[config.mk]
export PLATFORM = sky130hd
export DESIGN_NAME = conv_frame_feeder_flat
export DESIGN_NICKNAME = d
export VERILOG_FILES = /design/src/rtl/conv_frame_feeder_if.sv /design/src/rtl/conv_frame_feeder.sv /design/src/flat_wrapper.sv
export SDC_FILE = /design/constraint.sdc
export NUM_CORES = 1
export LEC_CHECK = 0
export CORE_MARGIN = 2
export CORE_UTILIZATION = 40
export CTS_BUF_LIST = sky130_fd_sc_hd__clkbuf_16
export DETAILED_ROUTE_END_ITERATION = 7
export GPL_ROUTABILITY_DRIVEN = 0
export PLACE_DENSITY_LB_ADDON = 0.3
export SLEW_MARGIN = 20
export SYNTH_ARGS = -nofsm -noshare
export SYNTH_HDL_FRONTEND = slang
export SYNTH_SLANG_ARGS = --single-unit
[constraint.sdc]
create_clock -name clk -period 2.3 [get_ports clk]
set_input_delay 0.23 -clock clk [delete_from_list [all_inputs] [get_ports clk]]
set_output_delay 0.23 -clock clk [all_outputs]
set_load 0.01 [all_outputs]
[src/rtl/conv_frame_feeder_if.sv]
// Feeder-side bundle: 3-port frame RAM read side plus the conv_2d input side.
// Signal prefixes are relative to the feeder (o_ = driven by it, i_ = returned to it).
interface conv_frame_feeder_if #(
  parameter int DW     = 8,
  parameter int ADDR_W = 6
);
  logic              o_rd_en;
  logic [ADDR_W-1:0] o_addr1;
  logic [ADDR_W-1:0] o_addr2;
  logic [ADDR_W-1:0] o_addr3;
  logic [DW-1:0]     i_mem_data1;
  logic [DW-1:0]     i_mem_data2;
  logic [DW-1:0]     i_mem_data3;
  logic              o_load_knl;
  logic              o_data_valid;
  logic [DW-1:0]     o_data1;
  logic [DW-1:0]     o_data2;
  logic [DW-1:0]     o_data3;

  modport master (
    output o_rd_en, o_addr1, o_addr2, o_addr3,
    input  i_mem_data1, i_mem_data2, i_mem_data3,
    output o_load_knl, o_data_valid, o_data1, o_data2, o_data3
  );

  modport slave (
    input  o_rd_en, o_addr1, o_addr2, o_addr3,
    output i_mem_data1, i_mem_data2, i_mem_data3,
    input  o_load_knl, o_data_valid, o_data1, o_data2, o_data3
  );
endinterface

[src/rtl/conv_frame_feeder.sv]
// Kernel preamble then 3-column strip streaming from a 3-port RAM into conv_2d; pixels
// leave 2 cycles after their address, o_done 4+N+FLUSH_CYCLES-1 cycles after start; no backpressure.
module conv_frame_feeder #(
  parameter int DW              = 8,
  parameter int IMG_H           = 12,
  parameter int IMG_W           = 3,
  parameter int VALID_ROW_START = 3,
  parameter int FLUSH_CYCLES    = 6,
  parameter int ADDR_W          = $clog2(IMG_H*IMG_W)
) (
  input  logic                 clk,
  input  logic                 i_rst,
  input  logic                 i_start,
  input  logic [9*DW-1:0]      i_kernel,
  conv_frame_feeder_if.master  io_bus,
  output logic                 o_busy,
  output logic                 o_done
);

  generate
    if (IMG_H < 3 || IMG_W < 3 || FLUSH_CYCLES < 1) begin : g_bad_params
      $error("conv_frame_feeder: IMG_H and IMG_W must be >= 3 and FLUSH_CYCLES >= 1");
    end
  endgenerate

  localparam int RW = $clog2(IMG_H);
  localparam int CW = $clog2(IMG_W);
  localparam int FW = (FLUSH_CYCLES > 2) ? $clog2(FLUSH_CYCLES) : 1;
  localparam logic [RW-1:0]     ROW_LAST   = RW'(IMG_H - 1);
  localparam logic [CW-1:0]     COL_LAST   = CW'(IMG_W - 3);
  localparam logic [ADDR_W-1:0] ROW_STEP   = ADDR_W'(IMG_W);
  localparam logic [FW-1:0]     FLUSH_LAST = FW'((FLUSH_CYCLES >= 2) ? FLUSH_CYCLES - 2 : 0);
  localparam bit                VRS_REACH  = (VALID_ROW_START < IMG_H);
  localparam logic [RW-1:0]     VRS_C      = RW'(VRS_REACH ? VALID_ROW_START : 0);

  typedef enum logic [2:0] {S_IDLE, S_KNL, S_STREAM, S_FLUSH, S_DONE} state_t;

  state_t            r_state, w_state_nxt;
  logic [1:0]        r_kcnt, w_kcnt_nxt;
  logic [FW-1:0]     r_fcnt, w_fcnt_nxt;
  logic              r_busy, w_busy_nxt;
  logic              r_done, w_done_nxt;
  logic              w_latch, w_issue, w_load_knl;
  logic [DW-1:0]     w_kw1, w_kw2, w_kw3;
  logic [9*DW-1:0]   r_kernel;
  logic              r_rd_en;
  logic [RW-1:0]     r_row, r_row_b;
  logic [CW-1:0]     r_col;
  logic [ADDR_W-1:0] r_addr1, r_addr2, r_addr3, w_strip_base;
  logic              r_vld_b, w_row_ok;
  logic              r_load_knl, r_data_valid;
  logic [DW-1:0]     r_data1, r_data2, r_data3;

  always_ff @(posedge clk) begin
    if (i_rst) r_state <= S_IDLE;
    else       r_state <= w_state_nxt;
  end

  // DONE is the cycle before o_done is seen, so the FSM is back in IDLE while o_done is high.
  always_comb begin
    w_state_nxt = r_state;
    w_kcnt_nxt  = r_kcnt;
    w_fcnt_nxt  = r_fcnt;
    w_busy_nxt  = r_busy;
    w_done_nxt  = 1'b0;
    w_latch     = 1'b0;
    w_issue     = 1'b0;
    w_load_knl  = 1'b0;
    case (r_state)
      S_IDLE: if (i_start) begin
        w_latch     = 1'b1;
        w_busy_nxt  = 1'b1;
        w_kcnt_nxt  = 2'd0;
        w_state_nxt = S_KNL;
      end
      S_KNL: begin
        w_load_knl = 1'b1;
        w_kcnt_nxt = r_kcnt + 2'd1;
        if (r_kcnt == 2'd1) w_issue = 1'b1;
        if (r_kcnt == 2'd2) w_state_nxt = S_STREAM;
      end
      S_STREAM: if (!r_rd_en) begin
        w_fcnt_nxt  = '0;
        w_state_nxt = (FLUSH_CYCLES <= 1) ? S_DONE : S_FLUSH;
      end
      S_FLUSH: begin
        if (r_fcnt == FLUSH_LAST) w_state_nxt = S_DONE;
        else                      w_fcnt_nxt  = r_fcnt + FW'(1);
      end
      S_DONE: begin
        w_done_nxt  = 1'b1;
        w_busy_nxt  = 1'b0;
        w_state_nxt = S_IDLE;
      end
      default: w_state_nxt = S_IDLE;
    endcase
  end

  always_comb begin
    w_kw1 = r_kernel[2*DW +: DW];
    w_kw2 = r_kernel[1*DW +: DW];
    w_kw3 = r_kernel[0*DW +: DW];
    case (r_kcnt)
      2'd0: begin
        w_kw1 = r_kernel[8*DW +: DW];
        w_kw2 = r_kernel[7*DW +: DW];
        w_kw3 = r_kernel[6*DW +: DW];
      end
      2'd1: begin
        w_kw1 = r_kernel[5*DW +: DW];
        w_kw2 = r_kernel[4*DW +: DW];
        w_kw3 = r_kernel[3*DW +: DW];
      end
      default: ;
    endcase
    w_strip_base = ADDR_W'(r_col) + ADDR_W'(1);
    w_row_ok     = VRS_REACH && (r_row_b >= VRS_C);
  end

  always_ff @(posedge clk) begin
    if (i_rst) begin
      r_kcnt       <= '0;
      r_fcnt       <= '0;
      r_busy       <= 1'b0;
      r_done       <= 1'b0;
      r_kernel     <= '0;
      r_rd_en      <= 1'b0;
      r_row        <= '0;
      r_col        <= '0;
      r_addr1      <= '0;
      r_addr2      <= '0;
      r_addr3      <= '0;
      r_vld_b      <= 1'b0;
      r_row_b      <= '0;
      r_load_knl   <= 1'b0;
      r_data_valid <= 1'b0;
      r_data1      <= '0;
      r_data2      <= '0;
      r_data3      <= '0;
    end else begin
      r_kcnt <= w_kcnt_nxt;
      r_fcnt <= w_fcnt_nxt;
      r_busy <= w_busy_nxt;
      r_done <= w_done_nxt;
      if (w_latch) r_kernel <= i_kernel;

      // Row base steps by IMG_W inside a strip and restarts at the next column on strip change.
      if (w_issue) begin
        r_rd_en <= 1'b1;
        r_row   <= '0;
        r_col   <= '0;
        r_addr1 <= ADDR_W'(0);
        r_addr2 <= ADDR_W'(1);
        r_addr3 <= ADDR_W'(2);
      end else if (r_rd_en) begin
        if (r_row == ROW_LAST) begin
          r_row <= '0;
          if (r_col == COL_LAST) begin
            r_rd_en <= 1'b0;
            r_col   <= '0;
            r_addr1 <= '0;
            r_addr2 <= '0;
            r_addr3 <= '0;
          end else begin
            r_col   <= r_col + CW'(1);
            r_addr1 <= w_strip_base;
            r_addr2 <= w_strip_base + ADDR_W'(1);
            r_addr3 <= w_strip_base + ADDR_W'(2);
          end
        end else begin
          r_row   <= r_row + RW'(1);
          r_addr1 <= r_addr1 + ROW_STEP;
          r_addr2 <= r_addr2 + ROW_STEP;
          r_addr3 <= r_addr3 + ROW_STEP;
        end
      end

      r_vld_b    <= r_rd_en;
      r_row_b    <= r_row;
      r_load_knl <= w_load_knl;
      if (r_vld_b) begin
        r_data1      <= io_bus.i_mem_data1;
        r_data2      <= io_bus.i_mem_data2;
        r_data3      <= io_bus.i_mem_data3;
        r_data_valid <= w_row_ok;
      end else if (w_load_knl) begin
        r_data1      <= w_kw1;
        r_data2      <= w_kw2;
        r_data3      <= w_kw3;
        r_data_valid <= 1'b0;
      end else begin
        r_data1      <= '0;
        r_data2      <= '0;
        r_data3      <= '0;
        r_data_valid <= 1'b0;
      end
    end
  end

  assign io_bus.o_rd_en      = r_rd_en;
  assign io_bus.o_addr1      = r_addr1;
  assign io_bus.o_addr2      = r_addr2;
  assign io_bus.o_addr3      = r_addr3;
  assign io_bus.o_load_knl   = r_load_knl;
  assign io_bus.o_data_valid = r_data_valid;
  assign io_bus.o_data1      = r_data1;
  assign io_bus.o_data2      = r_data2;
  assign io_bus.o_data3      = r_data3;
  assign o_busy              = r_busy;
  assign o_done              = r_done;

endmodule

[src/flat_wrapper.sv]
// flat-port wrapper written by rule: the top's interface ports become plain ports
module conv_frame_feeder_flat 
#(
  parameter int DW              = 8,
  parameter int IMG_H           = 12,
  parameter int IMG_W           = 3,
  parameter int VALID_ROW_START = 3,
  parameter int FLUSH_CYCLES    = 6,
  parameter int ADDR_W          = $clog2(IMG_H*IMG_W)
)
  (clk, i_rst, i_start, i_kernel, o_busy, o_done, io_bus_o_rd_en, io_bus_o_addr1, io_bus_o_addr2, io_bus_o_addr3, io_bus_i_mem_data1, io_bus_i_mem_data2, io_bus_i_mem_data3, io_bus_o_load_knl, io_bus_o_data_valid, io_bus_o_data1, io_bus_o_data2, io_bus_o_data3);
  conv_frame_feeder_if #(.DW(DW), .ADDR_W(ADDR_W)) io_bus_i ();
  input  logic clk;
  input  logic i_rst;
  input  logic i_start;
  input  logic [9*DW-1:0] i_kernel;
  output logic o_busy;
  output logic o_done;
  output wire logic [$bits(io_bus_i.o_rd_en)-1:0] io_bus_o_rd_en;
  output wire logic [$bits(io_bus_i.o_addr1)-1:0] io_bus_o_addr1;
  output wire logic [$bits(io_bus_i.o_addr2)-1:0] io_bus_o_addr2;
  output wire logic [$bits(io_bus_i.o_addr3)-1:0] io_bus_o_addr3;
  input wire logic [$bits(io_bus_i.i_mem_data1)-1:0] io_bus_i_mem_data1;
  input wire logic [$bits(io_bus_i.i_mem_data2)-1:0] io_bus_i_mem_data2;
  input wire logic [$bits(io_bus_i.i_mem_data3)-1:0] io_bus_i_mem_data3;
  output wire logic [$bits(io_bus_i.o_load_knl)-1:0] io_bus_o_load_knl;
  output wire logic [$bits(io_bus_i.o_data_valid)-1:0] io_bus_o_data_valid;
  output wire logic [$bits(io_bus_i.o_data1)-1:0] io_bus_o_data1;
  output wire logic [$bits(io_bus_i.o_data2)-1:0] io_bus_o_data2;
  output wire logic [$bits(io_bus_i.o_data3)-1:0] io_bus_o_data3;
  assign io_bus_o_rd_en = io_bus_i.o_rd_en;
  assign io_bus_o_addr1 = io_bus_i.o_addr1;
  assign io_bus_o_addr2 = io_bus_i.o_addr2;
  assign io_bus_o_addr3 = io_bus_i.o_addr3;
  assign io_bus_i.i_mem_data1 = io_bus_i_mem_data1;
  assign io_bus_i.i_mem_data2 = io_bus_i_mem_data2;
  assign io_bus_i.i_mem_data3 = io_bus_i_mem_data3;
  assign io_bus_o_load_knl = io_bus_i.o_load_knl;
  assign io_bus_o_data_valid = io_bus_i.o_data_valid;
  assign io_bus_o_data1 = io_bus_i.o_data1;
  assign io_bus_o_data2 = io_bus_i.o_data2;
  assign io_bus_o_data3 = io_bus_i.o_data3;
  conv_frame_feeder #(.DW(DW), .IMG_H(IMG_H), .IMG_W(IMG_W), .VALID_ROW_START(VALID_ROW_START), .FLUSH_CYCLES(FLUSH_CYCLES), .ADDR_W(ADDR_W)) u_core (.clk(clk), .i_rst(i_rst), .i_start(i_start), .i_kernel(i_kernel), .io_bus(io_bus_i), .o_busy(o_busy), .o_done(o_done));
endmodule
==> reports/results.txt, run 1 <==
Outcome: finished, final reports clean
Start of the worst register-to-register path: u_core.r_state[0]$_SDFFE_PP0P_
Met1 capacity usage during global routing: 24.3%
Number of antenna cells inserted: 0
Max-capacitance violation count: 0
Vias per cell: 5.17
Power after layout: 0.00625 W
Number of detailed-route iterations in the first pass: 6
GR Util All Layers: 20.0%
RSZ-0062 raised after global routing: false
First-pass GRT wire length: 23.5 mm
Final min period: 1.96 ns
Endpoint class of the critical path: flip-flop
# H-tree levels: 4
Cell area after placement: 7160 sq um
CTS buffer count: 17
P_leak: 2.85 nW
YS warnings: 0
Worst Setup Start Kind: flip-flop
Worst setup endpoint: u_core.io_bus.o_addr1[1]$_SDFFE_PP0P_
Library cell occupying the most area in the post-synthesis netlist: dfxtp_1
Slew of the pin with the lowest slew margin: 0.589 ns
Starting utilization of the core area: 40.6%
CTS clock-pin slew for the worst setup and hold paths: 0.06 ns
Total congestion overflow: 0
Remaining antenna violation count after routing: 0
Clock insertion delay at the later pin of the skew report: 0.42 ns
Root buffer selected by CTS: clkbuf_16
Die area: 14900 sq um
Required arrival time at the worst endpoint: 2.57 ns
Wirelength per Cell: 14.5 microns
Count of cells resized by post-cts repair: 0
Synth async-reset ratio: 0%
Endpoint of the worst-slack reg-to-reg timing path: u_core.io_bus.o_addr1[1]$_SDFFE_PP0P_
Share of the synthesized area in the top cell type: 49.4%
Max Clock Skew: 0.00644 ns
Final hold vios: 0
Worst setup slack after placement: 0.376 ns
Arrival time reported for the critical path endpoint: 2.23 ns
Largest net degree at the start of global routing: 74
Register bit count reported by yosys: 138
Site row count: 43
R2R setup slack: 0.34 ns
TritonCTS clock tree: done
Class of the worst hold path: input port to flip-flop
Buffer levels on the longest clock path: 2
Die Span X: 122 microns
Die Height: 122 microns
GR Layer Usage met2: 33.1%
Number of DRC violations after detailed routing: 0
Sequential cell area: 2760 sq um
Area overhead of the layout relative to synthesis: 39.6%
Post-synthesis net count: 800
Post-Synthesis Mean Instance Area: 8.14 sq um
DP HPWL: 9.89 mm
Post-synthesis cell count: 687
Layout cells sized above 1: 6.30%
Count of pins over their slew limit: 0
Cell depth of the worst flop-to-flop path: 4
CP Class: flip-flop to flip-flop
Setup bufs post-CTS: 0
Slew headroom: 60.7%
Fmax achieved: 0.510 GHz
Final critical-path share of the clock period: 85.3%
Met3 global-route usage: 5.62%
Peak supply drop: 573 uV
Unique cell type count in the Yosys netlist: 41
Main synth FF type: dfxtp_1
Power per cell area: 800 nW/um^2
Final net count: 927
Core Box Area: 13800 sq um
Vias after detailed routing: 5196
Top Ports: 146
Setup ws final: 0.339 ns
First element of the critical path: u_core.r_state[0]$_SDFFE_PP0P_
Number of antenna violations at the first check in global routing: 0
Largest cells by area after synthesis: dfxtp_1, nand2_1, a21oi_1, a22o_1, ha_1
Total of endpoints with negative setup slack in the final report: 0
Number of enable-type register cells in the synthesized netlist: 0
Post-route cell area: 7810 sq um
Aggregate negative setup slack: 0 ns
Hold-fix buffer count after cts: 0
Syn Std Cell Area: 5590 sq um
Part of the Yosys area used for sequential elements: 49.4%
Routed WL: 14.6 mm
Number of fill cells: 1252
GRT Max-Usage Layer: met2
Via count of the first global-routing pass: 5016
Area of the multi-input gates: 2550 sq um
1st-iter DRT viols: 408
Number of port buffers: 145
Clk sink count: 138
Highest fanout seen on the critical path: 15
==> worst min path at each step <==
stage / depth (start not counted) / start / endpoint
CTS: 2 / i_rst / u_core.io_bus.o_rd_en$_SDFF_PP0_
detailed placement: 2 / u_core.r_kernel[24]$_SDFFE_PP0P_ / u_core.r_kernel[24]$_SDFFE_PP0P_
global placement: 2 / u_core.r_kernel[31]$_SDFFE_PP0P_ / u_core.r_kernel[31]$_SDFFE_PP0P_
finish: 2 / i_rst / u_core.io_bus.o_rd_en$_SDFF_PP0_
global route: 2 / i_rst / u_core.r_kcnt[0]$_SDFFE_PP0P_
floorplan: 2 / io_bus_i_mem_data1[0] / u_core.io_bus.o_data1[0]$_SDFF_PP0_
==> flip-flops by register name, indices dropped and copies added, names as in the netlist, 2 cells and up <==
signal / cells
u_core.io_bus.o_data3: 8
u_core.io_bus.o_addr2: 6
u_core.r_col: 2
u_core.r_state: 3
u_core.io_bus.o_addr3: 6
u_core.io_bus.o_data1: 8
u_core.r_row_b: 4
u_core.r_row: 4
u_core.r_kernel: 72
u_core.io_bus.o_data2: 8
u_core.io_bus.o_addr1: 6
u_core.r_kcnt: 2
u_core.r_fcnt: 3
==> worst max-delay path, stage by stage, from the launching register on <==
cell and delay, ns:
dfxtp_1 0.52, nor3b_1 0.46, nand2_1 0.23, nand2b_1 0.48, a31oi_1 0.12
==> per-layer routing <==
layer | vias to the layer above | routed length [microns]
met5 | - | 0
met4 | 0 | 303
met2 | 183 | 6890
met1 | 2417 | 6250
met3 | 25 | 1130
li1 | 2571 | -
==> final cells by class <==
type	count	area share, %
Clock buffer	17	5.45
Clock inverter	14	2.92
Inverter	14	0.673
Multi-Input combinational cell	485	32.6
Sequential cell	138	35.4
Tap cell	180	2.88
Timing Repair Buffer	158	20.1
==> power breakdown <==
group / internal [W] / switching, W
Combinational: 0.000340 / 0.000335
Clock: 0.00202 / 0.000990
Sequential: 0.00250 / 0.0000651
==> kinds of logic (layout without fill, tap and decap cells) <==
family	count (synthesis)	after routing	synth area share [%]
AO/OA/AOI/OAI	193	193	19.9
AND/OR/NAND/NOR	266	266	20.0
multiplexers	4	4	1.01
XOR/XNOR	8	8	1.25
adder cells (fa/ha/maj)	14	14	3.13
flip-flops	138	138	49.4
buffers and inverters	64	203	5.28
==> cell usage after synthesis (2+ instances only) <==
master,number
a22o_1,24
inv_1,14
xnor2_1,6
buf_4,3
buf_6,3
o21ai_1,17
nand3_1,7
nand4_1,2
buf_2,17
nor2_1,36
a211oi_1,8
nand2_1,185
xor2_1,2
nand3b_1,4
ha_1,14
dfxtp_1,138
and3b_1,2
o21ai_2,3
a31oi_1,5
a21oi_1,116
nor2b_1,8
clkbuf_1,27
nor3_1,9
nand2b_1,3
o211ai_1,4
o21ai_0,13
mux2i_1,3
==> metrics by stage <==
| stage | util [%] | hold WS (ns) | cells |
|---|---|---|---|
| 2_1_floorplan | - | 0.339 | 687 |
| 3_3_place_gp | 52.0 | 0.441 | 975 |
| 3_5_place_dp | 52.0 | 0.446 | 975 |
| 4_1_cts | 56.7 | 0.121 | 1006 |
| 5_1_grt | 56.7 | 0.148 | 1006 |
| 6_report | 56.7 | 0.144 | 1006 |
==> cell usage in the layout (no fill, tap or decap), types with 14 or more instances in the layout <==
cell type	Yosys	routed
ha_1	14	14
dfxtp_1	138	138
clkdlybuf4s50_1	0	144
nor2_1	36	35
a22o_1	24	24
a21oi_1	116	116
nand2_1	185	185
o21ai_1	17	17
clkbuf_16	0	17
inv_1	14	15
No activity file was read; power rests on OpenSTA's default activity.
==> run 2, diff against run 1 <==
--- a/config.mk
+++ b/config.mk
@@ -5,6 +5,7 @@
 export SDC_FILE = /design/constraint.sdc
 export NUM_CORES = 1
 export LEC_CHECK = 0
+export CORE_ASPECT_RATIO = 1.1
 export CORE_MARGIN = 2
 export CORE_UTILIZATION = 40
 export CTS_BUF_LIST = sky130_fd_sc_hd__clkbuf_16
==> run 2 against run 1 <==
Compared with the run above: wire length increased by 3.1%; register-to-register slack about the same; fmax increased by 0.64%; non-clock buffer count decreased by 3; sequential share of layout area increased by 0.15 points; critical endpoint is now u_core.io_bus.o_addr2[3]$_SDFFE_PP0P_.
==> reports/results.txt, run 2 (synthesized netlist as in run 1, its figures left out) <==
Outcome: finished, final reports clean
Number of detailed-route iterations in the first pass: 5 (-1)
GR Util All Layers: 20.0% (+0.045 points)
Post-route cell area: 7780 sq um (-0.42%)
Aggregate negative setup slack: 0 ns (unchanged)
Hold Path Stages: 2 (unchanged)
DP HPWL: 9.73 mm (-1.6%)
Number of antenna cells inserted: 0 (unchanged)
Die Span X: 117 microns (-4.5%)
# H-tree levels: 4 (unchanged)
Setup bufs post-CTS: 0 (unchanged)
Die Height: 128 microns (+4.7%)
CTS clock-pin slew for the worst setup and hold paths: 0.06 ns (about the same)
Capture endpoint of the worst hold path: u_core.r_vld_b$_SDFF_PP0_
Number of antenna violations at the first check in global routing: 1 (+1)
Final hold vios: 0 (unchanged)
Comb power frac: 10.9% (about the same)
Root buffer selected by CTS: clkbuf_16
Clock insertion delay at the later pin of the skew report: 0.42 ns (about the same)
Arrival time reported for the critical path endpoint: 2.22 ns (about the same)
Start of the worst register-to-register path: u_core.r_state[0]$_SDFFE_PP0P_
Total congestion overflow: 0 (unchanged)
P_sw: 0.00147 W (+5.5%)
Count of cells resized by post-cts repair: 0 (unchanged)
Total of endpoints with negative setup slack in the final report: 0 (unchanged)
Endpoint of the worst-slack reg-to-reg timing path: u_core.io_bus.o_addr2[3]$_SDFFE_PP0P_
Largest net degree at the start of global routing: 74 (unchanged)
Remaining antenna violation count after routing: 0 (unchanged)
Count of pins over their slew limit: 0 (unchanged)
Largest Register: u_core.r_kernel
Core Box Area: 13700 sq um (-0.25%)
Wirelength per Cell: 14.8 microns (+2.5%)
Endpoint class of the critical path: flip-flop
Worst Setup Start Kind: flip-flop
Final critical-path share of the clock period: 84.7% (-0.54 points)
Required arrival time at the worst endpoint: 2.57 ns (about the same)
Number of port buffers: 145 (unchanged)
Area overhead of the layout relative to synthesis: 39.0%
Cell depth of the worst flop-to-flop path: 4 (unchanged)
Largest register FFs: 72 (unchanged)
Hold-fix buffer count after cts: 0 (unchanged)
TritonCTS clock tree: done
Clk sink count: 138 (unchanged)
Die area: 14900 sq um (about the same)
Slew of the pin with the lowest slew margin: 0.630 ns (+0.0413 ns)
Fraction of power consumed by the clock network: 47.0% (-1.1 points)
Routed WL: 15.0 mm (+3.1%)
Vias after detailed routing: 5116 (-1.5%)
Final non-filler cell total: 1012 (+0.60%)
Peak supply drop: 380 uV (-34%)
P_leak: 2.82 nW (-1.1%)
Power per cell area: 787 nW/um^2 (-1.6%)
Class of the worst hold path: input port to flip-flop
Site row count: 45 (+4.7%)
CP Class: flip-flop to flip-flop
Buffer levels on the longest clock path: 2 (unchanged)
Commonest cells after routing, fill and taps aside: nand2_1, clkdlybuf4s50_1, dfxtp_1
First-pass GRT wire length: 23.6 mm (+0.29%)
Fmax achieved: 0.513 GHz (+0.64%)
Total placed cells including tap cells: 980 (+0.51%)
Number of DRC violations after detailed routing: 0 (unchanged)
Reg power frac: 42.0% (+0.9 points)
CTS buffer count: 17 (unchanged)
R2R setup slack: 0.35 ns (about the same)
Most frequent standard cell in the layout excluding fill and tap cells: nand2_1
Hold_sp: i_rst
Net switching fraction of the power: 24.0% (+1.7 points)
Final min period: 1.95 ns (-0.0124 ns)
Max Clock Skew: 0.00868 ns (+0.00224 ns)
RSZ-0062 raised after global routing: false
Cell Int Power: 0.00465 W (-4.2%)
1st-iter DRT viols: 351 (-14%)
Starting utilization of the core area: 40.7% (+0.10 points)
Slew headroom: 57.9% (-2.9 points)
Cell area after placement: 7150 sq um (-0.14%)
Layout cells sized above 1: 6.07% (-0.23 points)
Via count of the first global-routing pass: 4934 (-1.6%)
Vias per cell: 5.06 (-2.1%)
Top Ports: 146 (unchanged)
Setup ws final: 0.351 ns (+0.0124 ns)
Worst setup slack after placement: 0.378 ns (+0.00261 ns)
Highest fanout seen on the critical path: 15 (unchanged)
Max-capacitance violation count: 0 (unchanged)
Final net count: 924 (-0.32%)
run 2: cell types whose count changed in the layout (fill, tap and decap cells not counted):
cell	before	now
clkinvlp_4	1	2
bufinv_16	6	4
clkinv_2	3	1
nor2_2	1	0
buf_4	11	9
inv_6	1	2
buf_2	1	0
clkinv_4	1	4
nor2_4	0	1
run 2: how the worst max path moves through the flow:
stage                     cells after the start                      startpoint  slack, ns                                    end
final                                         4  u_core.r_state[0]$_SDFFE_PP0P_       0.35  u_core.io_bus.o_addr2[3]$_SDFFE_PP0P_
after detailed placement                      5   u_core.r_kcnt[0]$_SDFFE_PP0P_       0.38    u_core.io_bus.o_data1[2]$_SDFF_PP0_
after CTS                                     5   u_core.r_kcnt[0]$_SDFFE_PP0P_       0.35    u_core.io_bus.o_data1[2]$_SDFF_PP0_
after floorplan                               7   u_core.r_kcnt[0]$_SDFFE_PP0P_       0.76    u_core.io_bus.o_data1[5]$_SDFF_PP0_
after global routing                          4  u_core.r_state[0]$_SDFFE_PP0P_       0.16           u_core.r_row[2]$_SDFFE_PP0P_
after global placement                        5   u_core.r_kcnt[0]$_SDFFE_PP0P_       0.41    u_core.io_bus.o_data1[6]$_SDFF_PP0_
run 2: area by class of cell:
class	count	area, sq um
repair buffers	155	1550
clock buffers	17	425
fillers	1299	5960
clock inverters	15	200
multi-input cells	485	2550
flip-flops and latches	138	2760
inverters	14	52.6
well taps	188	235
run 2: through the flow:
stage / util [%] / hold WS [ns] / total power (W)
after detailed placement: 52.0 / 0.446 / 0.00328
after global placement: 52.0 / 0.442 / 0.00327
final: 56.6 / 0.213 / 0.00612
after CTS: 56.6 / 0.192 / 0.00616
after floorplan: - / 0.339 / 0.00296
after global routing: 56.6 / 0.214 / 0.00635
run 2: power groups by stage:
| stage | combinational, W | clock [W] | sequential [W] |
|---|---|---|---|
| final | 0.000670 | 0.00288 | 0.00257 |
| after global routing | 0.000736 | 0.00303 | 0.00258 |
| after CTS | 0.000670 | 0.00292 | 0.00257 |
| after detailed placement | 0.000663 | 0 | 0.00262 |
| after global placement | 0.000657 | 0 | 0.00262 |
| after floorplan | 0.000349 | 0 | 0.00261 |
run 2: per-layer routing:
| metal | up-vias | GRT usage (%) | part of all wire (%) |
|---|---|---|---|
| met4 | 2 | 7.20 | 1.3 |
| met5 | - | 0 | 0.087 |
| li1 | 2564 | - | - |
| met2 | 191 | 32.5 | 47 |
| met1 | 2340 | 24.8 | 44 |
| met3 | 19 | 6.34 | 7.7 |
run 2: critical path, stage by stage (launching register included):
cell      delay, ns
dfxtp_1        0.54
nor3b_1        0.45
nand2_1        0.22
nand2b_1       0.49
a211oi_1       0.10
